===== src/rtl/axi_lite_pkg.sv =====
// axi_lite_pkg: AXI4-Lite response codes and write/read FSM state encodings shared by the slave
package axi_lite_pkg;
   localparam logic [1:0] RESP_OKAY   = 2'b00;
   localparam logic [1:0] RESP_SLVERR = 2'b10;
   typedef enum logic [1:0] {W_IDLE, W_HAVE_ADDR, W_HAVE_DATA, W_RESP} w_state_t;
   typedef enum logic {R_IDLE, R_DATA} r_state_t;
endpackage


===== src/rtl/axi_lite_regfile.sv =====
// axi_lite_regfile: NUM_REGS x DATA_WIDTH storage; ports: clk/rst, byte-strobed write port (we/waddr/wdata/wstrb), registered read port (re/raddr/rdata, 0 when out of range)
module axi_lite_regfile #(
   parameter int DATA_WIDTH = 8,
   parameter int ADDR_WIDTH = 7,
   parameter int NUM_REGS   = 96
)(
   input  logic                    clk,
   input  logic                    rst,
   input  logic                    we,
   input  logic [ADDR_WIDTH-1:0]   waddr,
   input  logic [DATA_WIDTH-1:0]   wdata,
   input  logic [DATA_WIDTH/8-1:0] wstrb,
   input  logic                    re,
   input  logic [ADDR_WIDTH-1:0]   raddr,
   output logic [DATA_WIDTH-1:0]   rdata
);
   logic [DATA_WIDTH-1:0] mem [NUM_REGS];
   always_ff @(posedge clk) begin
      if (rst) begin
         for (int i = 0; i < NUM_REGS; i++) mem[i] <= '0;
         rdata <= '0;
      end else begin
         if (we)
            for (int b = 0; b < DATA_WIDTH/8; b++)
               if (wstrb[b]) mem[waddr][8*b +: 8] <= wdata[8*b +: 8];
         if (re) rdata <= 32'(raddr) < NUM_REGS ? mem[raddr] : '0;
      end
   end
endmodule


===== src/rtl/axi_lite_slave_regs.sv =====
// axi_lite_slave_regs: AXI4-Lite slave register bank; ports: ACLK/ARESET_N, AW/W/B write channels, AR/R read channels
module axi_lite_slave_regs
   import axi_lite_pkg::*;
#(
   parameter int DATA_WIDTH = 8,
   parameter int ADDR_WIDTH = 7,
   parameter int NUM_REGS   = 96
)(
   input  logic                    ACLK,
   input  logic                    ARESET_N,
   input  logic [ADDR_WIDTH-1:0]   S_AWADDR,
   input  logic                    S_AWVALID,
   output logic                    S_AWREADY,
   input  logic [DATA_WIDTH-1:0]   S_WDATA,
   input  logic [DATA_WIDTH/8-1:0] S_WSTRB,
   input  logic                    S_WVALID,
   output logic                    S_WREADY,
   output logic [1:0]              S_BRESP,
   output logic                    S_BVALID,
   input  logic                    S_BREADY,
   input  logic [ADDR_WIDTH-1:0]   S_ARADDR,
   input  logic                    S_ARVALID,
   output logic                    S_ARREADY,
   output logic [DATA_WIDTH-1:0]   S_RDATA,
   output logic [1:0]              S_RRESP,
   output logic                    S_RVALID,
   input  logic                    S_RREADY
);
   logic                    rst, aw_hs, w_hs, ar_hs, commit, wr_ok;
   logic [ADDR_WIDTH-1:0]   awaddr_q, wr_addr;
   logic [DATA_WIDTH-1:0]   wdata_q, wr_data;
   logic [DATA_WIDTH/8-1:0] wstrb_q, wr_strb;
   w_state_t                w_state, w_next;
   r_state_t                r_state, r_next;
   always_comb begin
      rst     = !ARESET_N;
      aw_hs   = S_AWVALID && S_AWREADY;
      w_hs    = S_WVALID && S_WREADY;
      ar_hs   = S_ARVALID && S_ARREADY;
      // commit when the last missing half arrives; a live handshake bypasses the latch
      commit  = (aw_hs || w_state == W_HAVE_ADDR) && (w_hs || w_state == W_HAVE_DATA);
      wr_addr = aw_hs ? S_AWADDR : awaddr_q;
      wr_data = w_hs ? S_WDATA : wdata_q;
      wr_strb = w_hs ? S_WSTRB : wstrb_q;
      wr_ok   = 32'(wr_addr) < NUM_REGS;
      w_next  = commit ? W_RESP :
                w_state == W_RESP ? (S_BREADY ? W_IDLE : W_RESP) :
                aw_hs ? W_HAVE_ADDR : w_hs ? W_HAVE_DATA : w_state;
      r_next  = r_state == R_IDLE ? (ar_hs ? R_DATA : R_IDLE) : (S_RREADY ? R_IDLE : R_DATA);
   end
   always_ff @(posedge ACLK) begin
      if (rst) begin
         w_state   <= W_IDLE;
         S_AWREADY <= 1'b0;
         S_WREADY  <= 1'b0;
         S_BVALID  <= 1'b0;
         S_BRESP   <= RESP_OKAY;
         awaddr_q  <= '0;
         wdata_q   <= '0;
         wstrb_q   <= '0;
      end else begin
         w_state   <= w_next;
         S_AWREADY <= w_next == W_IDLE || w_next == W_HAVE_DATA;
         S_WREADY  <= w_next == W_IDLE || w_next == W_HAVE_ADDR;
         S_BVALID  <= w_next == W_RESP;
         if (commit) S_BRESP <= wr_ok ? RESP_OKAY : RESP_SLVERR;
         if (aw_hs) awaddr_q <= S_AWADDR;
         if (w_hs) begin
            wdata_q <= S_WDATA;
            wstrb_q <= S_WSTRB;
         end
      end
   end
   always_ff @(posedge ACLK) begin
      if (rst) begin
         r_state   <= R_IDLE;
         S_ARREADY <= 1'b0;
         S_RVALID  <= 1'b0;
         S_RRESP   <= RESP_OKAY;
      end else begin
         r_state   <= r_next;
         S_ARREADY <= r_next == R_IDLE;
         S_RVALID  <= r_next == R_DATA;
         if (ar_hs) S_RRESP <= 32'(S_ARADDR) < NUM_REGS ? RESP_OKAY : RESP_SLVERR;
      end
   end
   axi_lite_regfile #(
      .DATA_WIDTH(DATA_WIDTH),
      .ADDR_WIDTH(ADDR_WIDTH),
      .NUM_REGS  (NUM_REGS)
   ) u_regfile (
      .clk  (ACLK),
      .rst  (rst),
      .we   (commit && wr_ok),
      .waddr(wr_addr),
      .wdata(wr_data),
      .wstrb(wr_strb),
      .re   (ar_hs),
      .raddr(S_ARADDR),
      .rdata(S_RDATA)
   );
endmodule


===== config.mk =====
export PLATFORM = sky130hd
export DESIGN_NAME = axi_lite_slave_regs
export DESIGN_NICKNAME = d
export VERILOG_FILES = /design/src/rtl/axi_lite_pkg.sv /design/src/rtl/axi_lite_regfile.sv /design/src/rtl/axi_lite_slave_regs.sv
export SDC_FILE = /design/constraint.sdc
export NUM_CORES = 1
export LEC_CHECK = 0
export BUFFER_PORTS_ARGS = -buffer_cell sky130_fd_sc_hd__clkbuf_2
export CAP_MARGIN = 20
export CORE_UTILIZATION = 62
export DETAILED_ROUTE_END_ITERATION = 10
export PLACE_DENSITY = 0.79
export SLEW_MARGIN = 20
export SYNTH_ARGS = -nofsm -noshare
export SYNTH_HDL_FRONTEND = slang
export SYNTH_SLANG_ARGS = --single-unit

===== constraint.sdc =====
create_clock -name ACLK -period 2.62 [get_ports ACLK]
set_input_delay 0 -clock ACLK [delete_from_list [all_inputs] [get_ports ACLK]]
set_output_delay 0 -clock ACLK [all_outputs]
set_load 0.01 [all_outputs]

Word-level counts from Yosys, hierarchy flattened:

Memories as Yosys holds them, arrays and structs flattened.
Index checks and enable logic that the tools add are counted.

* equality and inequality tests: 6
* bitwise gates (word level): 1
* $lt $le $gt $ge: 2
* mux-type cells: 22
* reductions and logical operators: 11

Operators with widths (number)
* $mux W8: 3
* $lt A7 B7 Y1 const B: 2
* $mux W2: 7
* $mux W7: 2
* $mux W1: 10
* $eq A2 B2 Y1 const B: 4
* $reduce_or A8 Y1: 1
* $logic_and A1 B1 Y1: 5
* $eq A2 B1 Y1 const B: 2
* $logic_or A1 B1 Y1: 4
* $logic_not A2 Y1: 1
* $not A1 Y1: 1

* bits in registers: 35
* word-level logic and storage cells: 55
* memories kept: 1
* memory bits (writable): 768
* input port bits: 30

Memories
* u_regfile.mem: depth 96, bits a word 8, rd ports 1, clocked after memory_dff 0, write ports 96, RTL line axi_lite_regfile.sv:17 `logic [DATA_WIDTH-1:0] mem [NUM_REGS];`

Logic depth before layout (Yosys ltp):

* depth in word-level cells: 9
* mapped depth: 10
* depth with buffers taken out: 6

Hierarchy:

From an unflattened synthesis, not the netlist that was laid out.

* cells, all modules: 2540
* area total of the unflattened synthesis: 37552.3 um^2

By module, submodules not included
* axi_lite_regfile: seq. area each 23222.3 um^2, area an instance 36477.5 um^2, cells an instance 2443, instances 1
* axi_lite_slave_regs: seq. area each 500.5 um^2, area an instance 1074.8 um^2, cells an instance 97, instances 1

Least setup slack after synthesis:

No wires, ideal clock.

* path kind: register -> register
* from: reg S_WREADY
* to: mem u_regfile.mem[19][0] (enable)
* arrival time: 1.877 ns
* setup slack: 0.414 ns
* data required time: 2.291 ns
* clock period less this slack: 2.206 ns
* cell stages (with the launch flop): 8
* cells stage by stage: dfxtp_1 nand2_1 a21oi_1 o21ai_1 nor3_2 buf_2 nand2_1 nand2_1

RTL lines
* from (decl): RTL line axi_lite_slave_regs.sv:17 `output logic S_WREADY,`
* from (signal assigned): RTL line axi_lite_slave_regs.sv:55 `S_WREADY <= 1'b0;`
* from (signal assigned): RTL line axi_lite_slave_regs.sv:64 `S_WREADY <= w_next == W_IDLE || w_next == W_HAVE_ADDR;`
* to (decl): RTL line axi_lite_regfile.sv:17

==> results.sh <==
export IMPL_port_buffers=44
export IMPL_synth_area_leaders="edfxtp_1, mux4_2, nor2_1, mux2i_1, nand2_1"
export IMPL_reg2reg_from="S_AWREADY"
export IMPL_setup_viol=0
export IMPL_dr_pass1_iters=6
export IMPL_grt_overflow_total=0
export IMPL_synth_seq_cells=801
export IMPL_yosysMostFrequentCell="nor2_1"
export IMPL_cts_root_buf="clkbuf_16"
export IMPL_dieArea_um2=57700
export IMPL_hold_viol=0
export IMPL_start_util=0.633
export IMPL_grt_pass1_wl_um=140000
export IMPL_rows=86
export IMPL_clkSlewWorstSetupHoldPaths_ns=0.06
export IMPL_syn_area_per_cell_um2=13.8
export IMPL_synthCells=2544
export IMPL_netlist_area_um2=35200
export IMPL_io_pins=47
export IMPL_multi_input_area_um2=10600
export IMPL_worstSetupEndpointType="flip-flop"
export IMPL_vias_per_cell=6.64
export IMPL_cp_start_kind="flip-flop"
export IMPL_layout_area_seq_um2=23700
export IMPL_required_ns=2.87
export IMPL_htreeDepth=3
export IMPL_yosysSeqAreaShare=0.674
export IMPL_ir_drop_uv=691
export IMPL_drtIter0Drc=3559
export IMPL_route_detailed_drc=0
export IMPL_fmaxAchievable_ghz=0.394
export IMPL_ys_flop_type="edfxtp_1"
export IMPL_post_drt_wl_per_cell_um=26.7
export IMPL_setup_ws_ns=0.0791
export IMPL_coreArea_um2=55600
export IMPL_synthToLayoutAreaGrowth_pct=14.5
export IMPL_slew_headroom=0.402
export IMPL_cts_path_max_buffers=3
export IMPL_nets=2745
export IMPL_yosys_top_cells_count="nor2_1, edfxtp_1, nand2_1"
export IMPL_hold_start="S_WDATA[2]"
export IMPL_synth_top_area_share=0.655
export IMPL_worstMarginPinSlew_ns=0.892
export IMPL_cts_tree="yes"
export IMPL_arrival_ns=2.79
export IMPL_crit_start="S_AWREADY"
export IMPL_synth_top_area_cell="edfxtp_1"
export IMPL_place_ws_ns=0.0585
export IMPL_dp_hpwl_um=59700
export IMPL_rsz0062_at_grt="no"
export IMPL_cts_buffers=79
export IMPL_final_fill_count=3330
export IMPL_finClkSkew_ns=0.0194
export IMPL_first_global_vias=23000
export IMPL_synth_edf_count=768
export IMPL_critPathKind="reg -> reg"
export IMPL_wl_um=94000
export IMPL_synthArstFlopShare=0
export IMPL_antenna_found_initial=1
export IMPL_cts_setup_buffers=0
export IMPL_layout_drive_gt1_share=0.201
export IMPL_vias=23400
export IMPL_power_leakage_nw=14.3
export IMPL_drv_slew=0
export IMPL_tns_ns=0
export IMPL_maxCapViolations=0
export IMPL_yosysUniqueCellTypes=51
export IMPL_fin_crit_sh=0.970
export IMPL_drt_antenna_violating_nets=0
export IMPL_ys_warn_count=0
export IMPL_status="completed"
export IMPL_gp_congestion=0.948
export IMPL_hp_class="in -> reg"
export IMPL_dieWidth_um=240
export IMPL_die_h_um=240
export IMPL_fin_crit_ns=2.54
export IMPL_power_density_nw_per_um2=707
export IMPL_clk_latency_ns=0.62
export IMPL_cp_max_fo=24
export IMPL_grt_max_degree=110
export IMPL_holdWs_ns=0.0388
export IMPL_grt_util_all_layers=0.336
export IMPL_cts_sinks=801
-- cell families (layout without fill, tap and decap cells) --
kind of cell | count (synthesis) | count (layout) | synth area share
other | 1 | 3 | 0.000107
muxes | 298 | 298 | 0.143
DFF | 801 | 801 | 0.674
AOI/OAI and AO/OA | 173 | 173 | 0.0328
and+or+nand+nor | 1081 | 1081 | 0.120
buffers and inverters | 190 | 417 | 0.0292
-- metal layers --
layer  global-route usage  routed length (um)  vias to the layer above
met5                    0                   9                        -
met4                0.140                4340                        2
li1                     -                   -                     9651
met1                0.446               32300                    11400
met2                0.542               44900                     1992
met3               0.0730               12400                      323
-- worst max-delay path: stages, from the launching register on --
cell     delay (ns)
dfxtp_1        0.42
nand2_1        0.13
buf_12         0.18
a31oi_1        0.69
nor2_1         0.17
buf_4          0.23
nand2_1        0.10
nand2_1        0.27
-- state kept, by name, summed over array words and instances, names as in the netlist, 2 cells and up --
register,cells
w_state,2
wdata_q,8
u_regfile.rdata,8
awaddr_q,7
u_regfile.mem,768
-- final timing paths --
check                    endpoint  slack, ns  cells past startpoint
max          u_regfile.mem[70][1]       0.08                      7
min           u_regfile.mem[3][2]       0.04                      4
max reg2reg  u_regfile.mem[70][1]       0.08                      7
min reg2reg            S_RRESP[1]       0.53                      2
-- cell type report --
class                           instances  share of cell area
Sequential cell                       801               0.589
Multi-Input combinational cell       1554               0.263
Timing Repair Buffer                  273              0.0614
Clock buffer                           94              0.0518
Tap cell                              748              0.0232
Clock inverter                         44              0.0118
Inverter                                6            0.000559
Antenna cell                            1           0.0000621
-- placed cells by master, fill, tap and decap left out, types with 9 or more instances in the layout --
cell type,synthesis,layout
a22oi_1,39,39
a21oi_1,47,46
clkbuf_16,0,81
clkbuf_2,2,40
buf_4,18,160
nand3_1,9,9
a221oi_1,15,15
clkbuf_1,91,12
nor2_1,794,792
bufinv_16,0,10
mux2_2,14,14
mux4_2,148,148
mux2i_1,124,116
buf_12,3,33
dfxtp_1,33,33
a31oi_1,12,12
o21ai_0,20,20
nand2_2,8,13
clkinv_1,0,10
nand2_1,222,217
clkinv_2,0,19
mux4_1,12,12
dlygate4sd3_1,0,36
edfxtp_1,768,768
-- timing repair --
item,in CTS,in global routing
hold buffers,36,0
gates resized for setup,0,12
endpoints found under the setup margin,0,438
hold endpoints to repair,66,0
-- metrics by stage --
stage | cells | power (mW) | cell area (um^2) | util
finish | 3521 | 28.5 | 40300 | 0.724
floorplan | 2545 | 16.2 | 35200 | -
global placement | 3346 | 17.1 | 37300 | 0.671
CTS | 3520 | 28.4 | 40300 | 0.724
detailed placement | 3346 | 17.1 | 37300 | 0.671
global route | 3520 | 29.1 | 40300 | 0.724
-- where the power goes --
group | total [mW] | internal [mW] | leakage (nW) | switching (mW)
Sequential | 14.6 | 14.4 | 8.20 | 0.197
Combinational | 2.41 | 0.837 | 4.86 | 1.57
Clock | 11.5 | 6.66 | 1.26 | 4.80
Note: power is estimated with default switching activity, not from simulation.
